## src/rtl/load_store_unit.sv

```systemverilog
// Load/store unit: one request at a time, word-aligned memory access with byte strobes,
// bounded wait for mem_ack, then a single-cycle extended-load or fault response.
module load_store_unit #(
    parameter int unsigned TIMEOUT = 16
) (
    input  logic        clk,
    input  logic        reset,
    input  logic        req_valid,
    output logic        req_ready,
    input  logic        req_we,
    input  logic [31:0] req_addr,
    input  logic [2:0]  req_funct3,
    input  logic [31:0] req_wdata,
    output logic        resp_valid,
    output logic [31:0] resp_rdata,
    output logic [1:0]  resp_fault,
    output logic        mem_en,
    output logic        mem_we,
    output logic [31:0] mem_addr,
    output logic [3:0]  mem_wstrb,
    output logic [31:0] mem_wdata,
    input  logic [31:0] mem_rdata,
    input  logic        mem_ack
);

    localparam int unsigned CNT_W = 8;
    localparam logic [1:0] FAULT_OK    = 2'b00;
    localparam logic [1:0] FAULT_ALIGN = 2'b01;
    localparam logic [1:0] FAULT_ILL   = 2'b10;
    localparam logic [1:0] FAULT_TOUT  = 2'b11;

    typedef enum logic [1:0] {IDLE, ACCESS, RESP} state_t;

    state_t             state, state_next;
    logic [CNT_W-1:0]   cnt, cnt_d;
    logic               lat_we, lat_we_d;
    logic [1:0]         lat_off, lat_off_d;
    logic [2:0]         lat_f3, lat_f3_d;

    logic               req_ready_d, resp_valid_d, mem_en_d, mem_we_d;
    logic [31:0]        resp_rdata_d, mem_addr_d, mem_wdata_d;
    logic [1:0]         resp_fault_d;
    logic [3:0]         mem_wstrb_d;

    logic               illegal, misaligned, timeout_hit;
    logic [31:0]        st_wdata, ld_data;
    logic [3:0]         st_wstrb;
    logic [7:0]         ld_byte;
    logic [15:0]        ld_half;

    // Request classification straight from the pipeline inputs
    always_comb begin
        if (req_we) begin
            illegal = req_funct3[2] || (req_funct3[1:0] == 2'b11);
        end else begin
            illegal = (req_funct3[1:0] == 2'b11) || (req_funct3 == 3'b110);
        end
        misaligned = ((req_funct3[1:0] == 2'b01) && req_addr[0]) ||
                     ((req_funct3[1:0] == 2'b10) && (req_addr[1:0] != 2'b00));
        timeout_hit = (cnt == CNT_W'(TIMEOUT - 1)) && !mem_ack;
    end

    // Store lane replication and byte enables
    always_comb begin
        st_wdata = req_wdata;
        st_wstrb = 4'b1111;
        case (req_funct3[1:0])
            2'b00: begin
                st_wdata = {4{req_wdata[7:0]}};
                st_wstrb = 4'b0001 << req_addr[1:0];
            end
            2'b01: begin
                st_wdata = {2{req_wdata[15:0]}};
                st_wstrb = req_addr[1] ? 4'b1100 : 4'b0011;
            end
            default: ;
        endcase
    end

    // Load lane selection and extension
    always_comb begin
        case (lat_off)
            2'd0:    ld_byte = mem_rdata[7:0];
            2'd1:    ld_byte = mem_rdata[15:8];
            2'd2:    ld_byte = mem_rdata[23:16];
            default: ld_byte = mem_rdata[31:24];
        endcase
        ld_half = lat_off[1] ? mem_rdata[31:16] : mem_rdata[15:0];
        case (lat_f3)
            3'b000:  ld_data = {{24{ld_byte[7]}}, ld_byte};
            3'b100:  ld_data = {24'd0, ld_byte};
            3'b001:  ld_data = {{16{ld_half[15]}}, ld_half};
            3'b101:  ld_data = {16'd0, ld_half};
            default: ld_data = mem_rdata;
        endcase
    end

    always_ff @(posedge clk) begin
        if (reset) begin
            state      <= IDLE;
            cnt        <= '0;
            lat_we     <= 1'b0;
            lat_off    <= 2'd0;
            lat_f3     <= 3'd0;
            req_ready  <= 1'b1;
            resp_valid <= 1'b0;
            resp_rdata <= '0;
            resp_fault <= FAULT_OK;
            mem_en     <= 1'b0;
            mem_we     <= 1'b0;
            mem_addr   <= '0;
            mem_wstrb  <= '0;
            mem_wdata  <= '0;
        end else begin
            state      <= state_next;
            cnt        <= cnt_d;
            lat_we     <= lat_we_d;
            lat_off    <= lat_off_d;
            lat_f3     <= lat_f3_d;
            req_ready  <= req_ready_d;
            resp_valid <= resp_valid_d;
            resp_rdata <= resp_rdata_d;
            resp_fault <= resp_fault_d;
            mem_en     <= mem_en_d;
            mem_we     <= mem_we_d;
            mem_addr   <= mem_addr_d;
            mem_wstrb  <= mem_wstrb_d;
            mem_wdata  <= mem_wdata_d;
        end
    end

    always_comb begin
        state_next = state;
        case (state)
            IDLE:    if (req_valid) state_next = (illegal || misaligned) ? RESP : ACCESS;
            ACCESS:  if (mem_ack || timeout_hit) state_next = RESP;
            RESP:    state_next = IDLE;
            default: state_next = IDLE;
        endcase
    end

    // Next values of the registered outputs; memory outputs read zero outside ACCESS
    always_comb begin
        req_ready_d  = (state_next == IDLE);
        resp_valid_d = (state_next == RESP);
        resp_rdata_d = '0;
        resp_fault_d = FAULT_OK;
        mem_en_d     = 1'b0;
        mem_we_d     = 1'b0;
        mem_addr_d   = '0;
        mem_wstrb_d  = '0;
        mem_wdata_d  = '0;
        cnt_d        = '0;
        lat_we_d     = lat_we;
        lat_off_d    = lat_off;
        lat_f3_d     = lat_f3;
        case (state)
            IDLE: begin
                if (req_valid) begin
                    lat_we_d  = req_we;
                    lat_off_d = req_addr[1:0];
                    lat_f3_d  = req_funct3;
                    if (illegal) begin
                        resp_fault_d = FAULT_ILL;
                    end else if (misaligned) begin
                        resp_fault_d = FAULT_ALIGN;
                    end else begin
                        mem_en_d    = 1'b1;
                        mem_we_d    = req_we;
                        mem_addr_d  = {req_addr[31:2], 2'b00};
                        mem_wstrb_d = req_we ? st_wstrb : 4'b0000;
                        mem_wdata_d = req_we ? st_wdata : 32'd0;
                    end
                end
            end
            ACCESS: begin
                if (mem_ack) begin
                    resp_rdata_d = lat_we ? 32'd0 : ld_data;
                end else if (timeout_hit) begin
                    resp_fault_d = FAULT_TOUT;
                end else begin
                    cnt_d       = cnt + CNT_W'(1);
                    mem_en_d    = 1'b1;
                    mem_we_d    = mem_we;
                    mem_addr_d  = mem_addr;
                    mem_wstrb_d = mem_wstrb;
                    mem_wdata_d = mem_wdata;
                end
            end
            default: ;
        endcase
    end

endmodule
```

## config.mk

```make
export PLATFORM = sky130hd
export DESIGN_NAME = load_store_unit
export DESIGN_NICKNAME = d
export VERILOG_FILES = /design/src/rtl/load_store_unit.sv
export SDC_FILE = /design/constraint.sdc
export NUM_CORES = 1
export LEC_CHECK = 0
export CORE_MARGIN = 1
export CORE_UTILIZATION = 40
export CTS_CLUSTER_DIAMETER = 100
export DETAILED_ROUTE_END_ITERATION = 6
export HOLD_SLACK_MARGIN = 0.1
export PLACE_DENSITY = 0.84
export SETUP_SLACK_MARGIN = 0.5
export SLEW_MARGIN = 5
export SYNTH_ARGS = -nofsm -noshare
export SYNTH_HDL_FRONTEND = slang
export SYNTH_SLANG_ARGS = --single-unit
```

## constraint.sdc

```tcl
create_clock -name clk -period 4.6 [get_ports clk]
set_input_delay 1.38 -clock clk [delete_from_list [all_inputs] [get_ports clk]]
set_output_delay 1.38 -clock clk [all_outputs]
set_load 0.05 [all_outputs]
```

==> results.ini, run 1 <==
[synth]
synth_area_leader_cell = dfxtp_1
synth_most_common_cell = dfxtp_1
synth_seq_cells = 120
yosysSeqAreaShare = 0.5232
synth_top_area_share = 0.5232
ys_warn_count = 0
synth_common_cells = dfxtp_1 (120), a22o_1 (48), nand2_1 (47), a21oi_1 (40)
ys_types = 39
synth_cells = 459
syn_avg_cell_area_um2 = 10.00
synthFlopType = dfxtp_1
synth_area_leaders = dfxtp_1 (52%), a22o_1 (9.2%), mux2i_1 (6.1%)
syn_area_um2 = 4592
synth_edf_count = 0
synth-async-reset-ratio = 0

[clocking]
clk_latency_ps = 400
post-cts-setup-buffers = 0
holdBufCountCts = 0
htreeDepth = 4
clk_pin_slew_ps = 60
clock_path_buffers = 2
cts_resized = 0
cts_tree = built
clock_sinks = 120
cts_made_buffers = 17
root_buffer = clkbuf_16

[detailed_routing]
drt-pass1-iter-count = 7
routed_via_density = 5.381
totalWireLength_um = 13840
wl_per_cell_um = 17.21
drt-initial-drc-count = 273
drtAntennaViolNets = 0
drc_errors = 0
vias = 4326

[global_route]
grt_pass1_vias = 4261
overflow = 0
grt_max_degree = 71
antenna_found_initial = 0
track_usage = 0.2328
grt_pass1_wl_um = 21140

[final_layout]
fin_util = 0.6666
num_antenna_cells = 0
drive_gt1_frac = 0.08283
area_growth_pct = 60.14
layout.nets = 756
stdcell_area_um2 = 7353

[place]
place_area_um2 = 6708
numPortBuffers = 207
place.gp.congestion = 0.9095
place_ws_ps = 931.5
place_hpwl_um = 10140

[sta]
finClkSkew_ps = 10.53
fmax_mhz = 305.9
finalSetupViolations = 0
rsz0062_at_grt = no
final_hold_viol_count = 0
fin_tns_setup_ps = 0
setup_slack_ps = 1330
max_slew_margin = 0.3179
period_share = 0.7108
worstMarginPinSlew_ps = 1021
maxSlewViolCount = 0
fin_crit_ps = 3270

[min_path]
hp-class = flip-flop to flip-flop

[floorplanning]
ios = 210
initial_utilization = 0.4163
core-area_um2 = 11030
die_h_um = 109.1
dieArea_um2 = 11910
row_count = 38
die_width_um = 109.1

[setup_path]
cp_top_family = simple AND/OR/NAND/NOR gates
worstSetupStartpointType = primary input
worst-path-buf-inv = 1
arrival_ps = 3600
critical_path.cell_chain = clkdlybuf4s50_1 > or2_2 > or3_1 > a221o_1 > a21oi_1
worst_path_max_delay_cell = or3_1
required_ps = 4930
worst-setup-path-type = primary input to flip-flop
worstPathMaxFanout = 30
end_kind = flip-flop
cpPeakStageDelay_ps = 770

[run]
cap_violations = 0

[power]
power_density_nw_per_um2 = 385.5
p_leak_nw = 2.765
irDropWorstVdd_uv = 207.6

[status]
status = finished clean

==> power breakdown <==
group | total [mW] | switching, mW | internal (mW)
registers | 1.08 | 0.0157 | 1.06
clock network | 1.42 | 0.481 | 0.942
logic | 0.335 | 0.179 | 0.156
==> cells in the final DEF, fill, tap and decap left out, types with 3 or more instances in the layout <==
cell             instances
a21oi_1                 40
a222oi_1                 5
a22o_1                  48
a31oi_1                  7
buf_4                    5
bufinv_16                4
clkbuf_16               17
clkdlybuf4s50_1        207
clkinv_4                 3
dfxtp_1                120
inv_1                    4
inv_6                    3
mux2_2                   7
mux2i_1                 28
nand2_1                 47
nand2b_1                 3
nand3_1                 12
nor2_1                  13
nor2b_1                  7
nor3_1                   5
o21ai_0                 18
o2bb2ai_1               20
or2_2                    5
or3_1                    4
xnor2_1                  4
==> final cells by class <==
cell class                 count  area (um2)
timing repair buffer         212        2110
sequential                   120        2402
tap                          140       175.2
clock inverter                13       192.7
inverter                       4       15.01
fill                         844        3677
clock buffer                  19       452.9
multi-input combinational    296        2006
==> sequential cells by signal (all words and copies together) (netlist names) <==
signal,cells
cnt,8
lat_f3,3
lat_off,2
lat_we,1
mem_addr,30
mem_en,1
mem_wdata,32
mem_we,1
mem_wstrb,4
req_ready,1
resp_fault,2
resp_rdata,32
resp_valid,1
state,2
==> cell families (layout without fill, tap and decap cells) <==
logic type	count (synthesis)	count (layout)	synth area share
xor gates and xnor gates	6	6	0.01144
and+or+nand+nor	105	105	0.1082
other	1	2	0.0008167
adders and majority gates	1	1	0.002724
AOI/OAI and AO/OA	147	147	0.2335
muxes	35	35	0.07820
DFF	120	120	0.5232
buffers and inverters	44	248	0.04196
==> worst reg2reg max path: stages (launching register included) <==
cell	delay, ps
dfxtp_1	590
nand2b_1	640
nor3_1	240
a222oi_1	490
a21oi_1	140
==> stage by stage <==
step / std cells / hold slack (ps) / power [mW]
floorplan: 460 / 417.5 / 1.273
global placement: 772 / 430.1 / 1.424
detailed placement: 772 / 446.6 / 1.431
CTS: 804 / 466.3 / 2.853
global route: 804 / 483.7 / 2.932
finish: 804 / 467.8 / 2.835
==> metal layers <==
| layer | vias up | GRT usage | wire length (um) |
|---|---|---|---|
| met5 | - | 0 | 0 |
| met4 | 0 | 0.08108 | 186 |
| met3 | 18 | 0.08189 | 1322 |
| met2 | 231 | 0.4030 | 6839 |
| met1 | 2027 | 0.2637 | 5492 |
| li1 | 2050 | - | - |
==> worst paths after layout <==
| kind | slack, ps | start | cells after the start | endpoint |
|---|---|---|---|---|
| worst max-delay path | 1330 | reset | 5 | resp_rdata[7] |
| worst min-delay path | 470 | mem_wdata[20] | 1 | mem_wdata[20] |
| worst max register to register | 2350 | lat_f3[0] | 4 | resp_rdata[1] |
| worst min register to register | 470 | mem_wdata[20] | 1 | mem_wdata[20] |
Note: power is estimated with default switching activity, not from simulation.
==> inputs of run 2 (changes only) <==
--- a/config.mk
+++ b/config.mk
@@ -6,11 +6,11 @@
 export NUM_CORES = 1
 export LEC_CHECK = 0
 export CORE_MARGIN = 1
-export CORE_UTILIZATION = 40
+export CORE_UTILIZATION = 37
 export CTS_CLUSTER_DIAMETER = 100
 export DETAILED_ROUTE_END_ITERATION = 6
 export HOLD_SLACK_MARGIN = 0.1
-export PLACE_DENSITY = 0.84
+export PLACE_DENSITY = 0.82
 export SETUP_SLACK_MARGIN = 0.5
 export SLEW_MARGIN = 5
 export SYNTH_ARGS = -nofsm -noshare
==> constraint.sdc (replaced) <==
create_clock -name clk -period 2.7 [get_ports clk]
set_input_delay 0.81 -clock clk [delete_from_list [all_inputs] [get_ports clk]]
set_output_delay 0.81 -clock clk [all_outputs]
set_load 0.05 [all_outputs]
==> results.ini, run 2 (synthesized netlist as in run 1, its figures left out) <==
[setup_path]
cp_top_family = simple AND/OR/NAND/NOR gates
end_kind = flip-flop
worst_path_max_delay_cell = clkdlybuf4s50_1
worst-setup-path-type = primary input to flip-flop
cpPeakStageDelay_ps = 430
r2r_setup_slack_ps = 710
endpoint = resp_rdata[15]
worstSetupStartpointType = primary input
arrival_ps = 2460
worstPathMaxFanout = 24
required_ps = 3020
startpoint = reset
rr_worst_depth = 6
r2r_end = state[0]
critical_path.cell_chain = clkdlybuf4s50_1 > or2_2 > or3_1 > buf_4 > a21oi_1
worst-path-buf-inv = 2
crit_cells = 5
r2r-start = cnt[4]

[final_layout]
final_cell_mix = dfxtp_1 (120), dlygate4sd2_1 (104), clkdlybuf4s50_1 (99), a22o_1 (48), nand2_1 (46)
stdcell_count = 857
layout.nets = 781
nFillCells = 977
layout_commonest_cell = dfxtp_1
num_antenna_cells = 0
drive_gt1_frac = 0.1234
reg_top3 = mem_wdata: 32 flops, resp_rdata: 32 flops, mem_addr: 30 flops
area_growth_pct = 64.66

[global_route]
antenna_found_initial = 1
top_usage_layer = met2
overflow = 0
grt_pass1_vias = 4451
grt_util_met3 = 0.07120
grt_pass1_wl_um = 22180
grt_util_met2 = 0.3984
grt_max_degree = 44
track_usage = 0.2232
grtUsageMet1 = 0.2405

[clocking]
cts_made_buffers = 17
clk_pin_slew_ps = 60
htreeDepth = 4
clock_sinks = 120
root_buffer = clkbuf_16
holdBufCountCts = 0
clock_path_buffers = 2
clk_latency_ps = 410
cts_tree = built

[sta]
finalSetupViolations = 0
worstMarginPinSlew_ps = 693.3
fin_crit_ps = 2144
maxSlewViolCount = 0
finClkSkew_ps = 5.595
setup_slack_ps = 556.2
rsz0062_at_grt = no
max_slew_margin = 0.5372
final_hold_viol_count = 0
fmax_mhz = 466.5
period_share = 0.7940

[floorplanning]
die_h_um = 113.4
dieArea_um2 = 12860
core-area_um2 = 12060
initial_utilization = 0.3807
ios = 210
row_count = 40
die_width_um = 113.4

[detailed_routing]
routed_via_density = 5.228
drc_errors = 11
wl_per_cell_um = 17.22
vias = 4480
drt-initial-drc-count = 477
drtAntennaViolNets = 0
drt-pass1-iter-count = 7
totalWireLength_um = 14760

[power]
intPower_mw = 3.493
p_leak_nw = 3.429
switching_power_mw = 1.220
irDropWorstVdd_uv = 319.9
comb_power_share = 0.125
swShare = 0.2588
power_mw = 4.713
power_frac_seq = 0.390
clkPwrFrac = 0.485
power_density_nw_per_um2 = 623.4

[min_path]
hold_path_depth = 1
hp-start = cnt[0]
hp-class = flip-flop to flip-flop

[status]
status = finished, violations left
violations = design-rule violations

[place]
numPortBuffers = 207
place.gp.congestion = 0.8227
dpl.cell_count = 817
place_hpwl_um = 10470
place_ws_ps = -90.46

[run]
cap_violations = 0

run 2: cell types whose count changed in the layout (fill, tap and decap cells not counted), moves of 4 or more:
cell / before / now
clkdlybuf4s50_1: 207 / 99
dlygate4sd2_1: 0 / 104
buf_4: 5 / 20
buf_12: 0 / 4
dlymetal6s2s_1: 0 / 4
run 2: layer usage:
layer,wire [um],vias up
met5,14,-
met2,7382,238
met3,1246,26
met4,340,2
met1,5776,2099
li1,-,2115
run 2: power by group through the flow:
stage | combinational (mW) | clock, mW | sequential (mW)
finish | 0.588 | 2.29 | 1.84
global route | 0.623 | 2.40 | 1.84
CTS | 0.574 | 2.31 | 1.84
detailed placement | 0.581 | 0 | 1.88
global placement | 0.571 | 0 | 1.88
floorplan | 0.214 | 0 | 1.96
run 2: cell type report:
cell class	count	area (um2)	share of cell area
clock buffer	18	439.2	0.05808
clock inverter	14	166.4	0.02201
inverter	4	15.01	0.001986
multi-input combinational	296	2031	0.2686
sequential	120	2402	0.3177
tap	168	210.2	0.02780
timing repair buffer	237	2297	0.3038
run 2: what timing repair did:
item | CTS | global route
endpoints found under the hold margin | 0 | 0
setup buffers | 1 | 4
setup endpoints to repair | 172 | 68
cloned | 1 | 2
gates resized for setup | 112 | 9
pin swaps | 3 | 5
run 2: worst reg2reg max path: stages (launching register included):
cell and delay, ps:
dfxtp_1 340, or4_1 560, nor2_1 260, nor3_4 80, buf_4 160, buf_12 160
or2_2 310
run 2: worst min-delay path by stage:
| stage | end | slack (ps) |
|---|---|---|
| 5_1_grt | cnt[0] | 470 |
| 2_1_floorplan | cnt[0] | 420 |
| 6_report | cnt[0] | 450 |
| 4_1_cts | cnt[0] | 460 |
| 3_3_place_gp | cnt[0] | 430 |
| 3_5_place_dp | cnt[0] | 450 |
run 2: per-stage QoR:
step	hold slack [ps]	util	TNS [ps]	cell area, um2
finish	452.7	0.6269	0	7561
global route	469.8	0.6269	0	7561
CTS	456.0	0.6178	0	7452
detailed placement	448.1	0.5734	-2947	6917
global placement	430.1	0.5734	-2003	6917
floorplan	417.5	-	0	4627
==> inputs of run 3 (changes only) <==
--- a/config.mk
+++ b/config.mk
@@ -6,11 +6,11 @@
 export NUM_CORES = 1
 export LEC_CHECK = 0
 export CORE_MARGIN = 1
-export CORE_UTILIZATION = 37
+export CORE_UTILIZATION = 40
 export CTS_CLUSTER_DIAMETER = 100
 export DETAILED_ROUTE_END_ITERATION = 6
 export HOLD_SLACK_MARGIN = 0.1
-export PLACE_DENSITY = 0.82
+export PLACE_DENSITY = 0.84
 export SETUP_SLACK_MARGIN = 0.5
 export SLEW_MARGIN = 5
 export SYNTH_ARGS = -nofsm -noshare
==> constraint.sdc (replaced) <==
create_clock -name clk -period 2.2 [get_ports clk]
set_input_delay 0.66 -clock clk [delete_from_list [all_inputs] [get_ports clk]]
set_output_delay 0.66 -clock clk [all_outputs]
set_load 0.05 [all_outputs]
==> results.ini, run 3 (synthesized netlist as in run 1, its figures left out) <==
[setup_path]
cpPeakStageDelay_ps = 550
worstSetupStartpointType = primary input
worst-setup-path-type = primary input to flip-flop
cp_top_family = buffers and inverters
critical_path.cell_chain = buf_6 > or4_4 > a211oi_4 > buf_6 > buf_8 > buf_12 > buf_16 > a22o_1
required_ps = 2550
worst_path_max_delay_cell = or4_4
cpMostUsedCell = buf_6
end_kind = flip-flop
worstPathMaxFanout = 8
worst-path-buf-inv = 5
arrival_ps = 2210

[clocking]
holdBufCountCts = 0
htreeDepth = 4
cts_made_buffers = 17
clk_latency_ps = 420
root_buffer = clkbuf_16
clk_pin_slew_ps = 60
cts_tree = built
clock_path_buffers = 2
clock_sinks = 120

[detailed_routing]
drtAntennaViolNets = 0
drt-initial-drc-count = 307
drt-pass1-iter-count = 5
routed_via_density = 5.411
totalWireLength_um = 16450
wl_per_cell_um = 19.26
drc_errors = 0
vias = 4621

[power]
p_leak_nw = 3.330
power_density_nw_per_um2 = 761.1
irDropWorstVdd_uv = 688.6
power_mw = 5.936

[min_path]
hp-class = flip-flop to flip-flop

[place]
place.gp.congestion = 0.9094
place_hpwl_um = 10210
place_area_um2 = 6939
numPortBuffers = 207

[sta]
max_slew_margin = 0.6259
finalSetupViolations = 0
period_share = 0.8439
fin_tns_setup_ps = 0
final_hold_viol_count = 0
rsz0062_at_grt = yes
worstMarginPinSlew_ps = 560.5
finClkSkew_ps = 11.72
finalHoldWorstSlack_ps = 460.6
maxSlewViolCount = 0
fmax_mhz = 538.6
fin_crit_ps = 1857

[floorplanning]
row_count = 38
core-area_um2 = 11030
die_width_um = 109.1
ios = 210
die_h_um = 109.1
dieArea_um2 = 11910
initial_utilization = 0.4163

[final_layout]
fin_util = 0.7071
layout.nets = 805
nFillCells = 766
area_growth_pct = 69.86
stdcell_area_um2 = 7800
layout_commonest_cell = dfxtp_1
drive_gt1_frac = 0.3408
final_cell_mix = dfxtp_1 (118), clkdlybuf4s50_1 (90), buf_4 (54), buf_2 (50), a22o_1 (48)
reg_top3 = mem_wdata: 32 flops, resp_rdata: 32 flops, mem_addr: 30 flops

[global_route]
track_usage = 0.2481
overflow = 0
grt_pass1_vias = 4490
grt_pass1_wl_um = 22340
antenna_found_initial = 0
grt_max_degree = 71

[run]
cap_violations = 0

[status]
status = finished clean

[run 3: path summary, 6_finish.rpt]
| path | depth (start not counted) | slack (ps) | start | end |
|---|---|---|---|---|
| min | 1 | 460 | mem_wdata[21] | mem_wdata[21] |
| max | 8 | 340 | req_funct3[2] | mem_addr[10] |
| min reg2reg | 1 | 460 | mem_wdata[21] | mem_wdata[21] |
| max reg2reg | 6 | 420 | cnt[7] | mem_en |
[run 3: per-stage QoR]
step	std cells	worst slack (ps)
after floorplan	460	118.8
after global placement	795	-378.1
after detailed placement	795	-414.1
after CTS	838	409.8
after global routing	853	278.2
final	854	343.3
[run 3: layout make-up]
| type | instances | area [um2] | area share |
|---|---|---|---|
| diodes | 1 | 2.502 | 0.0003208 |
| clock buffers | 17 | 425.4 | 0.05454 |
| clock inverters | 15 | 188.9 | 0.02422 |
| inverters | 4 | 15.01 | 0.001925 |
| multi-input cells | 296 | 2175 | 0.2788 |
| flip-flops and latches | 120 | 2405 | 0.3083 |
| well taps | 140 | 175.2 | 0.02246 |
| repair buffers | 261 | 2414 | 0.3094 |
[run 3: routing by layer]
layer / GRT usage / wire (um) / vias up / part of all wire
met2: 0.4376 / 8343 / 243 / 0.51
met4: 0.1052 / 455 / 0 / 0.028
met5: 0 / 0 / - / 0
met3: 0.08548 / 1455 / 38 / 0.088
li1: - / - / 2162 / -
met1: 0.2682 / 6192 / 2178 / 0.38
[run 3: timing repair]
action | 4_1_cts | 5_1_grt
resized for setup | 509 | 68
pin swaps | 25 | 16
buffers inserted | 6 | 6
setup endpoints to repair | 191 | 111
endpoints found under the hold margin | 0 | 0
cloned | 5 | 9
[run 3: where the power goes]
part	total, mW	switching (mW)	internal (mW)
combinational	0.815	0.427	0.387
clock	2.87	1.07	1.80
sequential	2.25	0.0307	2.22
